### config.mk
export PLATFORM = sky130hd
export DESIGN_NAME = scan_mux
export DESIGN_NICKNAME = d
export VERILOG_FILES = /design/src/rtl/scan_mux.sv
export SDC_FILE = /design/constraint.sdc
export NUM_CORES = 1
export LEC_CHECK = 0
export BUFFER_PORTS_ARGS = -buffer_cell sky130_fd_sc_hd__buf_2
export CORE_MARGIN = 2
export CORE_UTILIZATION = 45
export DETAILED_ROUTE_END_ITERATION = 8
export HOLD_SLACK_MARGIN = 0.02
export PLACE_DENSITY_LB_ADDON = 0.08
export SLEW_MARGIN = 15
export SYNTH_ARGS = -nofsm -noshare
export SYNTH_HDL_FRONTEND = slang
export SYNTH_SLANG_ARGS = --single-unit
export TNS_END_PERCENT = 5
### constraint.sdc
create_clock -name clk_scan_mux -period 3.6 [get_ports clk_scan_mux]
set_input_delay 0.54 -clock clk_scan_mux [delete_from_list [all_inputs] [get_ports clk_scan_mux]]
set_output_delay 0.54 -clock clk_scan_mux [all_outputs]
set_load 0.02 [all_outputs]
### src/rtl/scan_mux.sv
// Time-multiplexed digit scanner: steps a one-hot select across NUM_DIGITS digits, holding each for SCAN_DIV cycles.
// Optional leading-zero blanking is enabled by defining SCAN_MUX_LZB_EN.
module scan_mux #(
   parameter int NUM_DIGITS = 4,
   parameter int DIGIT_W    = 4,
   parameter int SCAN_DIV   = 1000
) (
   input  logic                          clk_scan_mux,
   input  logic                          rst_scan_mux,
   input  logic                          en_in,
   input  logic [NUM_DIGITS*DIGIT_W-1:0] digits_in,
   input  logic [NUM_DIGITS-1:0]         blank_mask_in,
   output logic [DIGIT_W-1:0]            digit_out,
   output logic [NUM_DIGITS-1:0]         digit_sel_out,
   output logic                          frame_start_out
);

   localparam int                 IDX_W      = $clog2(NUM_DIGITS);
   localparam logic [DIGIT_W-1:0] NULL_CODE  = '1;
   localparam logic [15:0]        LAST_PRESC = 16'(SCAN_DIV - 1);
   localparam logic [IDX_W-1:0]   LAST_IDX   = IDX_W'(NUM_DIGITS - 1);

   typedef enum logic {
      IDLE,
      SCAN
   } state_t;

   state_t                        state_q, state_d;
   logic [15:0]                   presc_q, presc_d;
   logic [IDX_W-1:0]              index_q, index_d;
   logic [NUM_DIGITS*DIGIT_W-1:0] frameDigits_q, frameDigits_d;
   logic [NUM_DIGITS-1:0]         frameBlank_q, frameBlank_d;
   logic [DIGIT_W-1:0]            digit_q, digit_d;
   logic [NUM_DIGITS-1:0]         sel_q, sel_d;
   logic                          frameStart_q, frameStart_d;

   logic [NUM_DIGITS-1:0]         lzbMask;
   logic                          tick;
   logic                          capture;

`ifdef SCAN_MUX_LZB_EN
   // A digit is blanked when it and every more-significant digit are zero; digit 0 always shows.
   always_comb begin
      logic higherZero;
      lzbMask    = '0;
      higherZero = 1'b1;
      for (int i = NUM_DIGITS - 1; i >= 1; i--) begin
         higherZero = higherZero && (digits_in[i*DIGIT_W +: DIGIT_W] == '0);
         lzbMask[i] = higherZero;
      end
   end
`else
   assign lzbMask = '0;
`endif

   assign tick = (presc_q == LAST_PRESC);

   always_comb begin
      state_d       = state_q;
      presc_d       = presc_q;
      index_d       = index_q;
      frameDigits_d = frameDigits_q;
      frameBlank_d  = frameBlank_q;
      frameStart_d  = 1'b0;
      capture       = 1'b0;
      digit_d       = NULL_CODE;
      sel_d         = '0;

      case (state_q)
         IDLE: begin
            presc_d = '0;
            index_d = '0;
            if (en_in) begin
               state_d = SCAN;
               capture = 1'b1;
            end
         end
         SCAN: begin
            if (!en_in) begin
               state_d = IDLE;
               presc_d = '0;
               index_d = '0;
            end else if (tick) begin
               presc_d = '0;
               if (index_q == LAST_IDX) begin
                  index_d = '0;
                  capture = 1'b1;
               end else begin
                  index_d = index_q + 1'b1;
               end
            end else begin
               presc_d = presc_q + 16'd1;
            end
         end
         default: begin
            state_d = IDLE;
            presc_d = '0;
            index_d = '0;
         end
      endcase

      if (capture) begin
         frameDigits_d = digits_in;
         frameBlank_d  = blank_mask_in | lzbMask;
         frameStart_d  = 1'b1;
      end

      // Outputs are computed from next-state values so they move on the same edge as the index.
      if (state_d == SCAN) begin
         digit_d = frameBlank_d[index_d] ? NULL_CODE : frameDigits_d[index_d*DIGIT_W +: DIGIT_W];
         sel_d   = NUM_DIGITS'(1) << index_d;
      end
   end

   always_ff @(posedge clk_scan_mux) begin
      if (rst_scan_mux) begin
         state_q       <= IDLE;
         presc_q       <= '0;
         index_q       <= '0;
         frameDigits_q <= '0;
         frameBlank_q  <= '0;
         digit_q       <= NULL_CODE;
         sel_q         <= '0;
         frameStart_q  <= 1'b0;
      end else begin
         state_q       <= state_d;
         presc_q       <= presc_d;
         index_q       <= index_d;
         frameDigits_q <= frameDigits_d;
         frameBlank_q  <= frameBlank_d;
         digit_q       <= digit_d;
         sel_q         <= sel_d;
         frameStart_q  <= frameStart_d;
      end
   end

   assign digit_out       = digit_q;
   assign digit_sel_out   = sel_q;
   assign frame_start_out = frameStart_q;

endmodule

Yosys cells after proc, flatten, opt, wreduce, memory -nomap -nowiden
Index checks and enable logic that the tools add are counted.
W data, S select, Z words.

operators by class
  add/subtract/negate cells = 2
  $lt $le $gt $ge = 1
  equal/unequal tests = 2
  shift operators = 2
  multiplexer cells = 17
  bitwise logic cells = 2
  reductions and logical operators = 2

operator list
  operator                 number
  $mux W16                 3
  $pmux W16 S2             1
  $add A16 B1 Y16 const B  1
  $eq A16 B10 Y1 const B   1
  $shiftx A16 B5 Y4        1
  $mux W1                  6
  $mux W2                  3
  $mux W4                  1
  $pmux W2 S2              1
  $shl A1 B2 Y4 const A    1
  $lt A2 B3 Y1 const B     1
  $reduce_or A3 Y1         1
  $add A2 B1 Y2 const B    1
  $bmux W1 S2              1
  $eq A2 B2 Y1 const B     1
  $not A1 Y1               2
  $pmux W1 S2              1
  $reduce_or A2 Y1         1

word-level totals
  register bits after elaboration = 48
  input port bits = 23
  output and inout port bits = 9
  word-level logic and storage cells = 36

Longest topological paths before layout
  word-level depth = 9
  mapped depth = 8
  depth with buffers taken out = 7

Worst setup path after synthesis
OpenSTA, ideal clock, no wires.

  kind = register to register
  from = register presc_q[0]
  to = register digit_q[0], in the netlist digit_out[0]
  data arrival time = 2.272 ns
  slack = 1.206 ns
  stages on the path, launching flop included = 8
  cells stage by stage = dfxtp_1 -> ha_1 -> and4bb_1 -> a41oi_1 -> a211oi_1 -> mux2_1 -> mux4_2 -> o21bai_1

on the way
  longest elaborated chain between the ends = 8
  elaborated cells between the ends (all ways) = 13

RTL lines
  element                                           line  source
  start, declared                                   29    logic [15:0] presc_q, presc_d;
  start signal, assigned                            127   presc_q <= presc_d;
  $eq A16 B10 Y1 (*)                                56    assign tick = (presc_q == LAST_PRESC);
  branches (longest 7 deep; another with $mux W16)  -
  end signal, assigned                              131   digit_q <= digit_d;
  end, declared                                     33    logic [DIGIT_W-1:0] digit_q, digit_d;

Every way passes the cells marked *. The select of a mux whose other input is x is not followed.
A chain may end at the register's enable or synchronous reset.

Worst setup path in the final report
Ends and elaborated chain as after synthesis.

==> metrics.md <==
| Metric | Value |
|---|---|
| PD cells | 398 nW/um^2 |
| Final setup viols | 0 |
| Number of flops mapped to enable cells by yosys | 0 |
| CTS resizes | 0 |
| First-pass GRT wire length | 7040 um |
| Tcrit/Tclk final | 73.7% |
| CTS Root Cell | clkbuf_8 |
| Fin crit period | 2650 ps |
| Peak VDD IR | 0.000228 V |
| Leakage | 0.926 nW |
| Slowest Stage Delay on Critical Path | 430 ps |
| Rows | 24 |
| Clock Sinks | 48 |
| Syn_area_per_cell | 9.07 um^2 |
| Post-Syn Instances | 232 |
| Num CTS Buffers | 5 |
| Via count | 1651 |
| Layout cell share with drive strength beyond 1 | 20.5% |
| Endpoint type of the worst setup path | register |
| Die width | 72.4 um |
| Synth Net Count | 257 |
| Slowest CP cell | mux4_2 |
| Most used DFF post-synth | dfxtp_1 |
| Fin Clk Skew | 4.37 ps |
| Fin nets | 288 |
| Ys Warns | 0 |
| Total Wirelength | 4110 um |
| CTS max path bufs | 2 |
| Setup Total Neg Slack | 0 ps |
| Postcts setup bufs | 0 |
| HPWL Detailed | 2970 um |
| CP max FO | 12 |
| Mapped Area | 2100 um^2 |
| Commonest non-fill, non-tap cell in the layout | dfxtp_1 |
| FMAX | 377 MHz |
| Seq/Total Area, Yosys | 45.7% |
| Placer congestion estimate | 0.774 |
| Initial antenna violation count | 0 |
| H-tree depth | 2 |
| WP buf/inv | 1 |
| Largest net degree at the start of global routing | 25 |
| DR iter-0 viols | 65 |
| Critical Path RT | 3790 ps |
| Placed insts | 308 |
| Die height | 72.4 um |
| Clk_lat worst skew | 290 ps |
| Max Slew Vio Count | 0 |
| Area of the multi-input gates | 1070 um^2 |
| Routed len/inst | 13.0 um |
| Non-filler instance count after layout | 316 |
| GRT Residual Overflow | 0 |
| Slew headroom | 66.5% |
| Die ar. | 5240 um^2 |
| Asr flop ratio synth | 0% |
| TritonCTS clock tree | yes |
| Initial Util | 47.6% |
| Yosys reg bits | 48 |
| ANT cells | 0 |
| CP Class | register to register |
| CORE AREA | 4410 um^2 |
| All-Layer GR Usage | 17.1% |
| Number of port buffers | 31 |
| Max-cap check violation count | 0 |
| Unrepaired setup endpoints after global routing | false |
| Worst EP arrival | 2840 ps |
| # DRC | 0 |
| Top Ports | 32 |
| Yosys cell types | 41 |
| Most frequent cells in the layout | dfxtp_1 (48), nand2_1 (42), buf_2 (31), a21oi_1 (23), nor2_1 (19) |
| Top delay family on crit path | multiplexers |
| First-pass DRT Iterations | 4 |
| Sequential cell area | 961 um^2 |
| Fillers | 429 |
| Hold Fails Final Rpt | 0 |
| Area Growth Syn to Fin | 14.0% |
| Cts hold-fix bufs | 0 |
| Vias in the first global route | 1584 |
| Startpoint types | register |
| Worst slew pin tran | 502 ps |
| Critical-path cell list | ha_1, and4bb_1, a41oi_1, a211oi_1, buf_4, mux2_1, mux4_2, o21bai_1 |
| Hold WC Path Type | register to register |
| Antenna Nets Post-Route | 0 |
| Status | completed |
| Register clock-pin slew on the reported worst setup and hold paths | 80 ps |
| DR vias/cell | 5.22 |
[synthesized netlist by cell type, types with 2 or more instances]
cell,instances,area [um^2]
a21oi_1,23,115
a21oi_2,2,17.5
a221o_1,3,30.0
and3_1,2,12.5
and4_1,2,17.5
buf_2,2,10.0
clkbuf_1,8,30.0
dfxtp_1,48,961
ha_1,2,25.0
inv_1,7,26.3
mux2_1,2,22.5
mux2_4,2,30.0
mux2i_1,8,80.1
nand2_1,42,158
nand2b_1,6,37.5
nand3_1,7,35.0
nand4_1,5,31.3
nor2_1,19,71.3
nor2b_1,3,18.8
nor3_1,3,15.0
o21ai_0,3,15.0
o221ai_1,3,26.3
or3_1,2,12.5
xnor2_1,3,26.3
xor2_1,9,78.8
[path summary, 6_finish.rpt]
| path | from | to | slack (ps) | depth (start not counted) |
|---|---|---|---|---|
| worst min register to register | frameDigits_q[9]$_SDFF_PP0_ | frameDigits_q[9]$_SDFF_PP0_ | 460 | 2 |
| worst max-delay path | presc_q[0]$_SDFF_PP0_ | digit_out[0]$_SDFF_PP1_ | 950 | 8 |
| worst max register to register | presc_q[0]$_SDFF_PP0_ | digit_out[0]$_SDFF_PP1_ | 950 | 8 |
| worst min-delay path | frameDigits_q[9]$_SDFF_PP0_ | frameDigits_q[9]$_SDFF_PP0_ | 460 | 2 |
[sequential cells by signal, summed over array words and instances, names as in the netlist]
name             flops
state_q              1
frameBlank_q         4
presc_q             16
digit_out            4
index_q              2
frame_start_out      1
digit_sel_out        4
frameDigits_q       16
[tightest hold or removal path: stages, from the launching register on]
cell     delay [ps]
dfxtp_1         310
nand2_1          50
a21oi_1          50
[layer usage]
metal / GRT usage (%) / up-vias / routed length (um)
met5: 0 / - / 0
met3: 4.03 / 4 / 155
met1: 19.7 / 752 / 1830
met4: 5.66 / 0 / 41
li1: - / 870 / -
met2: 31.1 / 25 / 2080
[per-stage QoR]
stage          power (mW)  hold slack [ps]  utilization (%)  worst slack [ps]  area [um^2]
2_1_floorplan       0.615              432                -              1210         2100
3_3_place_gp        0.645              441             52.2              1020         2310
3_5_place_dp        0.645              448             52.2               984         2310
4_1_cts             0.971              460             54.3               957         2400
5_1_grt              1.00              473             54.3               751         2400
6_report            0.955              455             54.3               946         2400
[cells by family (layout without fill, tap and decap cells)]
family / count (synthesis) / in the layout / share of synthesized area, %
AND/OR/NAND/NOR: 98 / 98 / 23.4
multiplexers: 14 / 14 / 7.91
flip-flops: 48 / 48 / 45.7
XOR/XNOR: 12 / 12 / 5.00
adder cells (fa/ha/maj): 2 / 2 / 1.19
AO/OA/AOI/OAI: 40 / 40 / 13.3
buffers and inverters: 18 / 50 / 3.51
[layout make-up]
type                            count  area share [%]
Clock buffer                        6            3.44
Clock inverter                      2           0.417
Inverter                            7            1.10
Multi-Input combinational cell    166            44.5
Sequential cell                    48            40.1
Tap cell                           52            2.71
Timing Repair Buffer               35            7.72
[power breakdown]
| part | internal, mW | total (mW) | switching [mW] |
|---|---|---|---|
| clock | 0.153 | 0.324 | 0.171 |
| combinational | 0.0335 | 0.0757 | 0.0422 |
| sequential | 0.547 | 0.555 | 0.00792 |
No activity file was read; power rests on OpenSTA's default activity.
